$ cat src/rtl/mdu_pkg.sv
`default_nettype none
// ============================================================================
// Module   : mdu_pkg
// Purpose  : Shared types and constants for the sequential multiply/divide
//            unit: operation encoding, FSM states and datapath sizing.
// Revision : 1.0 - initial release
// ============================================================================
package mdu_pkg;

    localparam int WIDTH = 32;
    localparam int STEPS = 32;

    typedef enum logic [1:0] {
        OP_MULT  = 2'd0,
        OP_MULTU = 2'd1,
        OP_DIV   = 2'd2,
        OP_DIVU  = 2'd3
    } op_e;

    typedef enum logic [1:0] {
        ST_IDLE = 2'd0,
        ST_CALC = 2'd1,
        ST_FIX  = 2'd2
    } state_e;

    function automatic logic op_is_div(input op_e op);
        return (op == OP_DIV) || (op == OP_DIVU);
    endfunction

    function automatic logic op_is_signed(input op_e op);
        return (op == OP_MULT) || (op == OP_DIV);
    endfunction

endpackage
`default_nettype wire

$ cat src/rtl/mdu_seq_if.sv
`default_nettype none
// ============================================================================
// Module   : mdu_seq_if
// Purpose  : Request/result bundle between the pipeline and the MDU.
// Revision : 1.0 - initial release
// ============================================================================
interface mdu_seq_if;
    import mdu_pkg::*;

    logic             start;
    logic [1:0]       op;
    logic [WIDTH-1:0] a;
    logic [WIDTH-1:0] b;
    logic             hi_we;
    logic             lo_we;
    logic [WIDTH-1:0] wdata;
    logic             busy;
    logic             done;
    logic             div_by_zero;
    logic [WIDTH-1:0] hi;
    logic [WIDTH-1:0] lo;

    modport master (
        output start, op, a, b, hi_we, lo_we, wdata,
        input  busy, done, div_by_zero, hi, lo
    );

    modport slave (
        input  start, op, a, b, hi_we, lo_we, wdata,
        output busy, done, div_by_zero, hi, lo
    );
endinterface
`default_nettype wire

$ cat src/rtl/mdu_step.sv
`default_nettype none
// ============================================================================
// Module   : mdu_step
// Purpose  : One radix-2 iteration: shift-add multiply or restoring divide.
//            {acc_hi, acc_lo} is the working register; opnd_i is the
//            multiplicand or divisor magnitude.
// Revision : 1.0 - initial release
// ============================================================================
module mdu_step
    import mdu_pkg::*;
(
    input  wire logic             is_div_i,
    input  wire logic [WIDTH-1:0] acc_hi_i,
    input  wire logic [WIDTH-1:0] acc_lo_i,
    input  wire logic [WIDTH-1:0] opnd_i,
    output logic      [WIDTH-1:0] acc_hi_o,
    output logic      [WIDTH-1:0] acc_lo_o
);

    logic [WIDTH:0] w_sum;
    logic [WIDTH:0] w_rem_sh;
    logic [WIDTH:0] w_diff;
    logic           w_ge;

    // Single iteration; the divide relies on acc_hi < divisor, so bit 32 of
    // the difference is a clean borrow flag.
    always_comb begin
        w_sum    = {1'b0, acc_hi_i} + (acc_lo_i[0] ? {1'b0, opnd_i} : '0);
        w_rem_sh = {acc_hi_i, acc_lo_i[WIDTH-1]};
        w_diff   = w_rem_sh - {1'b0, opnd_i};
        w_ge     = ~w_diff[WIDTH];
        if (is_div_i) begin
            acc_hi_o = w_ge ? w_diff[WIDTH-1:0] : w_rem_sh[WIDTH-1:0];
            acc_lo_o = {acc_lo_i[WIDTH-2:0], w_ge};
        end else begin
            acc_hi_o = w_sum[WIDTH:1];
            acc_lo_o = {w_sum[0], acc_lo_i[WIDTH-1:1]};
        end
    end

endmodule
`default_nettype wire

$ cat src/rtl/mdu_seq.sv
`default_nettype none
// ============================================================================
// Module   : mdu_seq
// Purpose  : Sequential 32x32 multiply / 32/32 divide unit with HI/LO
//            result registers. 32 iteration cycles plus one sign-fix cycle.
// Revision : 1.0 - initial release
// ============================================================================
module mdu_seq
    import mdu_pkg::*;
(
    input  wire logic  clk,
    input  wire logic  rst,
    mdu_seq_if.slave   bus
);

    localparam logic [4:0] LAST_STEP = 5'(STEPS - 1);

    state_e           state_q,  state_d;
    op_e              op_q,     op_d;
    logic [WIDTH-1:0] opnd_q,   opnd_d;
    logic [WIDTH-1:0] acc_hi_q, acc_hi_d;
    logic [WIDTH-1:0] acc_lo_q, acc_lo_d;
    logic [4:0]       cnt_q,    cnt_d;
    logic             negq_q,   negq_d;
    logic             negr_q,   negr_d;
    logic [WIDTH-1:0] hi_q,     hi_d;
    logic [WIDTH-1:0] lo_q,     lo_d;
    logic             done_q,   done_d;
    logic             dbz_q,    dbz_d;

    op_e              w_op_in;
    logic             w_sa, w_sb;
    logic [WIDTH-1:0] w_mag_a, w_mag_b;
    logic [WIDTH-1:0] w_step_hi, w_step_lo;
    logic [2*WIDTH-1:0] w_prod;

    mdu_step u_step (
        .is_div_i (op_is_div(op_q)),
        .acc_hi_i (acc_hi_q),
        .acc_lo_i (acc_lo_q),
        .opnd_i   (opnd_q),
        .acc_hi_o (w_step_hi),
        .acc_lo_o (w_step_lo)
    );

    // Next-state and datapath control for IDLE / CALC / FIX.
    always_comb begin
        state_d  = state_q;
        op_d     = op_q;
        opnd_d   = opnd_q;
        acc_hi_d = acc_hi_q;
        acc_lo_d = acc_lo_q;
        cnt_d    = cnt_q;
        negq_d   = negq_q;
        negr_d   = negr_q;
        hi_d     = hi_q;
        lo_d     = lo_q;
        done_d   = 1'b0;
        dbz_d    = 1'b0;

        w_op_in = op_e'(bus.op);
        w_sa    = op_is_signed(w_op_in) & bus.a[WIDTH-1];
        w_sb    = op_is_signed(w_op_in) & bus.b[WIDTH-1];
        w_mag_a = w_sa ? (~bus.a + 1'b1) : bus.a;
        w_mag_b = w_sb ? (~bus.b + 1'b1) : bus.b;
        w_prod  = {acc_hi_q, acc_lo_q};

        case (state_q)
            ST_IDLE: begin
                if (bus.start) begin
                    if (op_is_div(w_op_in) && (bus.b == '0)) begin
                        // Divide by zero completes at once, HI/LO untouched.
                        done_d = 1'b1;
                        dbz_d  = 1'b1;
                    end else begin
                        state_d  = ST_CALC;
                        op_d     = w_op_in;
                        cnt_d    = '0;
                        negq_d   = w_sa ^ w_sb;
                        negr_d   = w_sa;
                        acc_hi_d = '0;
                        if (op_is_div(w_op_in)) begin
                            acc_lo_d = w_mag_a;
                            opnd_d   = w_mag_b;
                        end else begin
                            acc_lo_d = w_mag_b;
                            opnd_d   = w_mag_a;
                        end
                    end
                end else begin
                    if (bus.hi_we) hi_d = bus.wdata;
                    if (bus.lo_we) lo_d = bus.wdata;
                end
            end
            ST_CALC: begin
                acc_hi_d = w_step_hi;
                acc_lo_d = w_step_lo;
                cnt_d    = cnt_q + 5'd1;
                if (cnt_q == LAST_STEP) state_d = ST_FIX;
            end
            ST_FIX: begin
                if (op_is_div(op_q)) begin
                    lo_d = negq_q ? (~acc_lo_q + 1'b1) : acc_lo_q;
                    hi_d = negr_q ? (~acc_hi_q + 1'b1) : acc_hi_q;
                end else begin
                    if (negq_q) w_prod = ~w_prod + 1'b1;
                    hi_d = w_prod[2*WIDTH-1:WIDTH];
                    lo_d = w_prod[WIDTH-1:0];
                end
                done_d  = 1'b1;
                state_d = ST_IDLE;
            end
            default: state_d = ST_IDLE;
        endcase
    end

    // State, operand, accumulator and result registers.
    always_ff @(posedge clk or posedge rst) begin
        if (rst) begin
            state_q  <= ST_IDLE;
            op_q     <= OP_MULT;
            opnd_q   <= '0;
            acc_hi_q <= '0;
            acc_lo_q <= '0;
            cnt_q    <= '0;
            negq_q   <= 1'b0;
            negr_q   <= 1'b0;
            hi_q     <= '0;
            lo_q     <= '0;
            done_q   <= 1'b0;
            dbz_q    <= 1'b0;
        end else begin
            state_q  <= state_d;
            op_q     <= op_d;
            opnd_q   <= opnd_d;
            acc_hi_q <= acc_hi_d;
            acc_lo_q <= acc_lo_d;
            cnt_q    <= cnt_d;
            negq_q   <= negq_d;
            negr_q   <= negr_d;
            hi_q     <= hi_d;
            lo_q     <= lo_d;
            done_q   <= done_d;
            dbz_q    <= dbz_d;
        end
    end

    assign bus.busy        = (state_q != ST_IDLE);
    assign bus.done        = done_q;
    assign bus.div_by_zero = dbz_q;
    assign bus.hi          = hi_q;
    assign bus.lo          = lo_q;

endmodule
`default_nettype wire

$ cat src/flat_wrapper.sv
// flat-port wrapper written by rule: the top's interface ports become plain ports
module mdu_seq_flat import mdu_pkg::*;
  (clk, rst, bus_start, bus_op, bus_a, bus_b, bus_hi_we, bus_lo_we, bus_wdata, bus_busy, bus_done, bus_div_by_zero, bus_hi, bus_lo);
  mdu_seq_if bus_i ();
  input  wire logic clk;
  input  wire logic rst;
  input wire logic [$bits(bus_i.start)-1:0] bus_start;
  input wire logic [$bits(bus_i.op)-1:0] bus_op;
  input wire logic [$bits(bus_i.a)-1:0] bus_a;
  input wire logic [$bits(bus_i.b)-1:0] bus_b;
  input wire logic [$bits(bus_i.hi_we)-1:0] bus_hi_we;
  input wire logic [$bits(bus_i.lo_we)-1:0] bus_lo_we;
  input wire logic [$bits(bus_i.wdata)-1:0] bus_wdata;
  output wire logic [$bits(bus_i.busy)-1:0] bus_busy;
  output wire logic [$bits(bus_i.done)-1:0] bus_done;
  output wire logic [$bits(bus_i.div_by_zero)-1:0] bus_div_by_zero;
  output wire logic [$bits(bus_i.hi)-1:0] bus_hi;
  output wire logic [$bits(bus_i.lo)-1:0] bus_lo;
  assign bus_i.start = bus_start;
  assign bus_i.op = bus_op;
  assign bus_i.a = bus_a;
  assign bus_i.b = bus_b;
  assign bus_i.hi_we = bus_hi_we;
  assign bus_i.lo_we = bus_lo_we;
  assign bus_i.wdata = bus_wdata;
  assign bus_busy = bus_i.busy;
  assign bus_done = bus_i.done;
  assign bus_div_by_zero = bus_i.div_by_zero;
  assign bus_hi = bus_i.hi;
  assign bus_lo = bus_i.lo;
  mdu_seq u_core (.clk(clk), .rst(rst), .bus(bus_i));
endmodule
$ cat config.mk
export PLATFORM = sky130hd
export DESIGN_NAME = mdu_seq_flat
export DESIGN_NICKNAME = d
export VERILOG_FILES = /design/src/rtl/mdu_pkg.sv /design/src/rtl/mdu_seq_if.sv /design/src/rtl/mdu_step.sv /design/src/rtl/mdu_seq.sv /design/src/flat_wrapper.sv
export SDC_FILE = /design/constraint.sdc
export NUM_CORES = 1
export LEC_CHECK = 0
export CAP_MARGIN = 20
export CORE_MARGIN = 2
export CORE_UTILIZATION = 60
export DETAILED_ROUTE_END_ITERATION = 7
export PLACE_DENSITY = 0.85
export SLEW_MARGIN = 10
export SYNTH_ARGS = -nofsm -noshare
export SYNTH_HDL_FRONTEND = slang
export SYNTH_SLANG_ARGS = --single-unit
$ cat constraint.sdc
create_clock -name clk -period 9.2 [get_ports clk]
set_input_delay 1.84 -clock clk [delete_from_list [all_inputs] [get_ports clk]]
set_output_delay 1.84 -clock clk [all_outputs]
set_load 0.005 [all_outputs]
==> results.sh <==
export IMPL_outcome="complete, no violations"
export IMPL_crit_type="primary input to flip-flop"
export IMPL_fp_dieArea_um2=26100
export IMPL_fp_row_count=57
export IMPL_path_buf_inv=2
export IMPL_period_needed_ns=5.90
export IMPL_max_cap_violations=0
export IMPL_final_common_cell="nor2_1"
export IMPL_hpwlAfterDp_um=36800
export IMPL_relSlewSlack=0.263
export IMPL_io_pin_count=170
export IMPL_synth_nets=2075
export IMPL_crit_slowest_cell="a31oi_4"
export IMPL_portBuffers=169
export IMPL_cts_max_level=4
export IMPL_antennaDiodeCount=0
export IMPL_dpl_worst_slack_ns=2.93
export IMPL_cts_resized=0
export IMPL_cts_buffer_depth=2
export IMPL_worst_slack_ns=3.30
export IMPL_vias=14900
export IMPL_hp_class="flip-flop to flip-flop"
export IMPL_synthSimpleGateAreaFrac=0.178
export IMPL_root_buffer="clkbuf_16"
export IMPL_worst_slew_pin_slew_ns=1.10
export IMPL_cts_hold_buffers_added=0
export IMPL_antenna_found_initial=0
export IMPL_cp_arrival_ns=6.26
export IMPL_initial_utilization=0.612
export IMPL_synthCells=1900
export IMPL_async_flop_share=1.00
export IMPL_post_cts_buffers=0
export IMPL_clock_latency_ns=0.45
export IMPL_synth_xor_area_frac=0.100
export IMPL_fin_tns_setup_ns=0
export IMPL_layout_nets=2167
export IMPL_grt_pass1_wl_um=75000
export IMPL_first_global_vias=13900
export IMPL_synth_main_ff_cell="dfrtp_1"
export IMPL_synthMuxAreaShare=0.0839
export IMPL_p_per_area_nw_per_um2=393
export IMPL_synth_edf_count=0
export IMPL_crit_top_cell="nor3_1"
export IMPL_track_usage=0.366
export IMPL_cp_data_required_time_ns=9.57
export IMPL_wl_per_cell_um=20.8
export IMPL_final_cell_mix="nor2_1 (246), a21oi_1 (228), dfrtp_1 (171)"
export IMPL_drt_initial_drc_count=1504
export IMPL_globalplace_congestion=0.974
export IMPL_numCtsBuffers=17
export IMPL_synth_fa_ha_area_frac=0.0616
export IMPL_gr_total_overflow=0
export IMPL_worst_path_max_fanout=60
export IMPL_drcViolationCount=0
export IMPL_yosysWarnings=0
export IMPL_crit_path_max_incr_delay_ns=0.91
export IMPL_fmax_mhz=170
export IMPL_syn_area_per_cell_um2=7.83
export IMPL_power_mw=6.82
export IMPL_grt_max_degree=128
export IMPL_ys_seq_elements=172
export IMPL_clkSlewWorstSetupHoldPaths_ns=0.08
export IMPL_setup_viol=0
export IMPL_synth_yosys_seq_area_share=0.289
export IMPL_path_delay_family="simple AND/OR/NAND/NOR gates"
export IMPL_path_cells="clkdlybuf4s50_1 > or4_1 > and4bb_2 > nand2_1 > nor3_1 > nand4b_1 > a31oi_4 > buf_4 > or4b_2 > o41ai_1 > nor3_1"
export IMPL_syn_cell_area_um2=14900
export IMPL_drive_above_1_share=0.0434
export IMPL_postRouteAntennaNets=0
export IMPL_clkSinkCount=172
export IMPL_nFillCells=1923
export IMPL_area_growth_synth_to_final_pct=16.7
export IMPL_p_leak_nw=7.23
export IMPL_post_drt_via_cell_ratio=6.41
export IMPL_worstSetupEndpointType="flip-flop"
export IMPL_start_kind="primary input"
export IMPL_fin_skew_ns=0.0168
export IMPL_ys_types=76
export IMPL_rsz0062_at_grt="no"
export IMPL_synth_top_family_by_area="compound AO/OA/AOI/OAI gates"
export IMPL_finalHoldViolations=0
export IMPL_core_area_um2=24300
export IMPL_vdd_drop_max_v=0.000271
export IMPL_drv_slew=0
export IMPL_synth_compound_area_frac=0.239
export IMPL_drt_total_wl_um=48400
export IMPL_die_y_um=161
export IMPL_dr_pass1_iters=7
export IMPL_fin_crit_sh=0.641
export IMPL_cts_tree="built"
export IMPL_fp_dieW_um=161
-- power by group --
part	leakage [nW]	switching (mW)	internal, mW
Combinational	4.85	2.51	1.94
Clock	0.297	0.371	0.374
Sequential	2.09	0.503	1.13
-- sequential cells by signal (all words and copies together) (netlist names) --
name / cells
u_core.negr_q: 1
u_core.bus.hi: 32
u_core.acc_lo_q: 32
u_core.cnt_q: 5
u_core.bus.lo: 32
u_core.state_q: 2
u_core.opnd_q: 32
u_core.bus.done: 1
u_core.bus.div_by_zero: 1
u_core.negq_q: 1
u_core.op_q: 1
u_core.acc_hi_q: 32
-- metal layers --
metal / track usage / up-vias / routed length [µm]
li1: - / 6965 / -
met3: 0.0467 / 131 / 3700
met4: 0.198 / 0 / 2960
met5: 0 / - / 0
met2: 0.578 / 798 / 21600
met1: 0.492 / 7041 / 20100
-- path summary, 6_finish.rpt --
check | startpoint | to | slack (ns) | cells after the start
worst max-delay path | bus_b[14] | u_core.acc_hi_q[31] | 3.30 | 11
worst min-delay path | u_core.acc_lo_q[31] | u_core.acc_lo_q[31] | 0.48 | 2
worst max register to register | u_core.acc_hi_q[0] | u_core.acc_hi_q[0] | 4.97 | 13
worst min register to register | u_core.acc_lo_q[31] | u_core.acc_lo_q[31] | 0.48 | 2
max in group asynchronous | rst | u_core.op_q[1] | 6.17 | 3
min in group asynchronous | rst | u_core.bus.hi[12] | 1.86 | 2
-- cell type report --
type | count | area [µm²] | share of cell area
multi-input cells | 1546 | 9900 | 0.571
clock inverters | 14 | 171 | 0.00988
repair buffers | 184 | 1860 | 0.107
clock buffers | 18 | 439 | 0.0253
inverters | 71 | 272 | 0.0156
flip-flops and latches | 172 | 4310 | 0.248
well taps | 324 | 405 | 0.0234
-- worst reg2reg max path, delay by kind of cell, from the launching register on --
family | cells | cell delay, ns
AO/OA/AOI/OAI | 7 | 1.63
buffers and inverters | 2 | 0.69
flip-flops | 1 | 0.55
adder cells (fa/ha/maj) | 1 | 0.49
multiplexers | 1 | 0.42
AND/OR/NAND/NOR | 1 | 0.18
XOR/XNOR | 1 | 0.17
-- cell families (layout without fill, tap and decap cells) --
logic type / count (synthesis) / count (layout)
adders and majority gates: 72 / 72
DFF: 172 / 172
buffers and inverters: 182 / 287
AOI/OAI and AO/OA: 597 / 597
muxes: 123 / 123
and+or+nand+nor: 584 / 584
xor gates and xnor gates: 170 / 170
-- synthesized netlist by cell type (7+ instances only) --
master      n  area, µm²
nor2_1    246        923
o22ai_1     7       43.8
a21o_1     25        188
a211oi_1   16        120
nor3_1     35        175
buf_2      10       50.1
o21a_1     11       82.6
xnor2_1    97        850
nor4_1     14       87.6
a21oi_1   228       1140
o41ai_1    12        105
nand4_1     9       56.3
nand3_1    13       65.1
nand2_1   162        608
inv_1      70        263
a31oi_1    17        106
mux2i_1   110       1100
ha_1       70        876
dfrtp_1   172       4300
and2_1     11       68.8
nand2b_1   15       93.8
o21ai_0   165        826
o21bai_1    8       60.1
or3_1      17        106
a22oi_1    24        180
mux2_2     13        146
buf_1       9       33.8
o31ai_1    26        195
o211ai_1   10       75.1
or4_1       8       60.1
xor2_1     73        639
clkbuf_1   88        330
and3_1      9       56.3
nor2b_1    14       87.6
-- stage by stage --
stage / hold WS, ns / area, µm² / utilization / std cells
final: 0.479 / 17400 / 0.714 / 2329
after global routing: 0.507 / 17400 / 0.714 / 2329
after CTS: 0.482 / 17300 / 0.710 / 2326
after detailed placement: 0.467 / 16700 / 0.685 / 2294
after global placement: 0.461 / 16700 / 0.685 / 2294
after floorplan: 0.449 / 14900 / - / 1900
(Power assumes the default switching activity.)
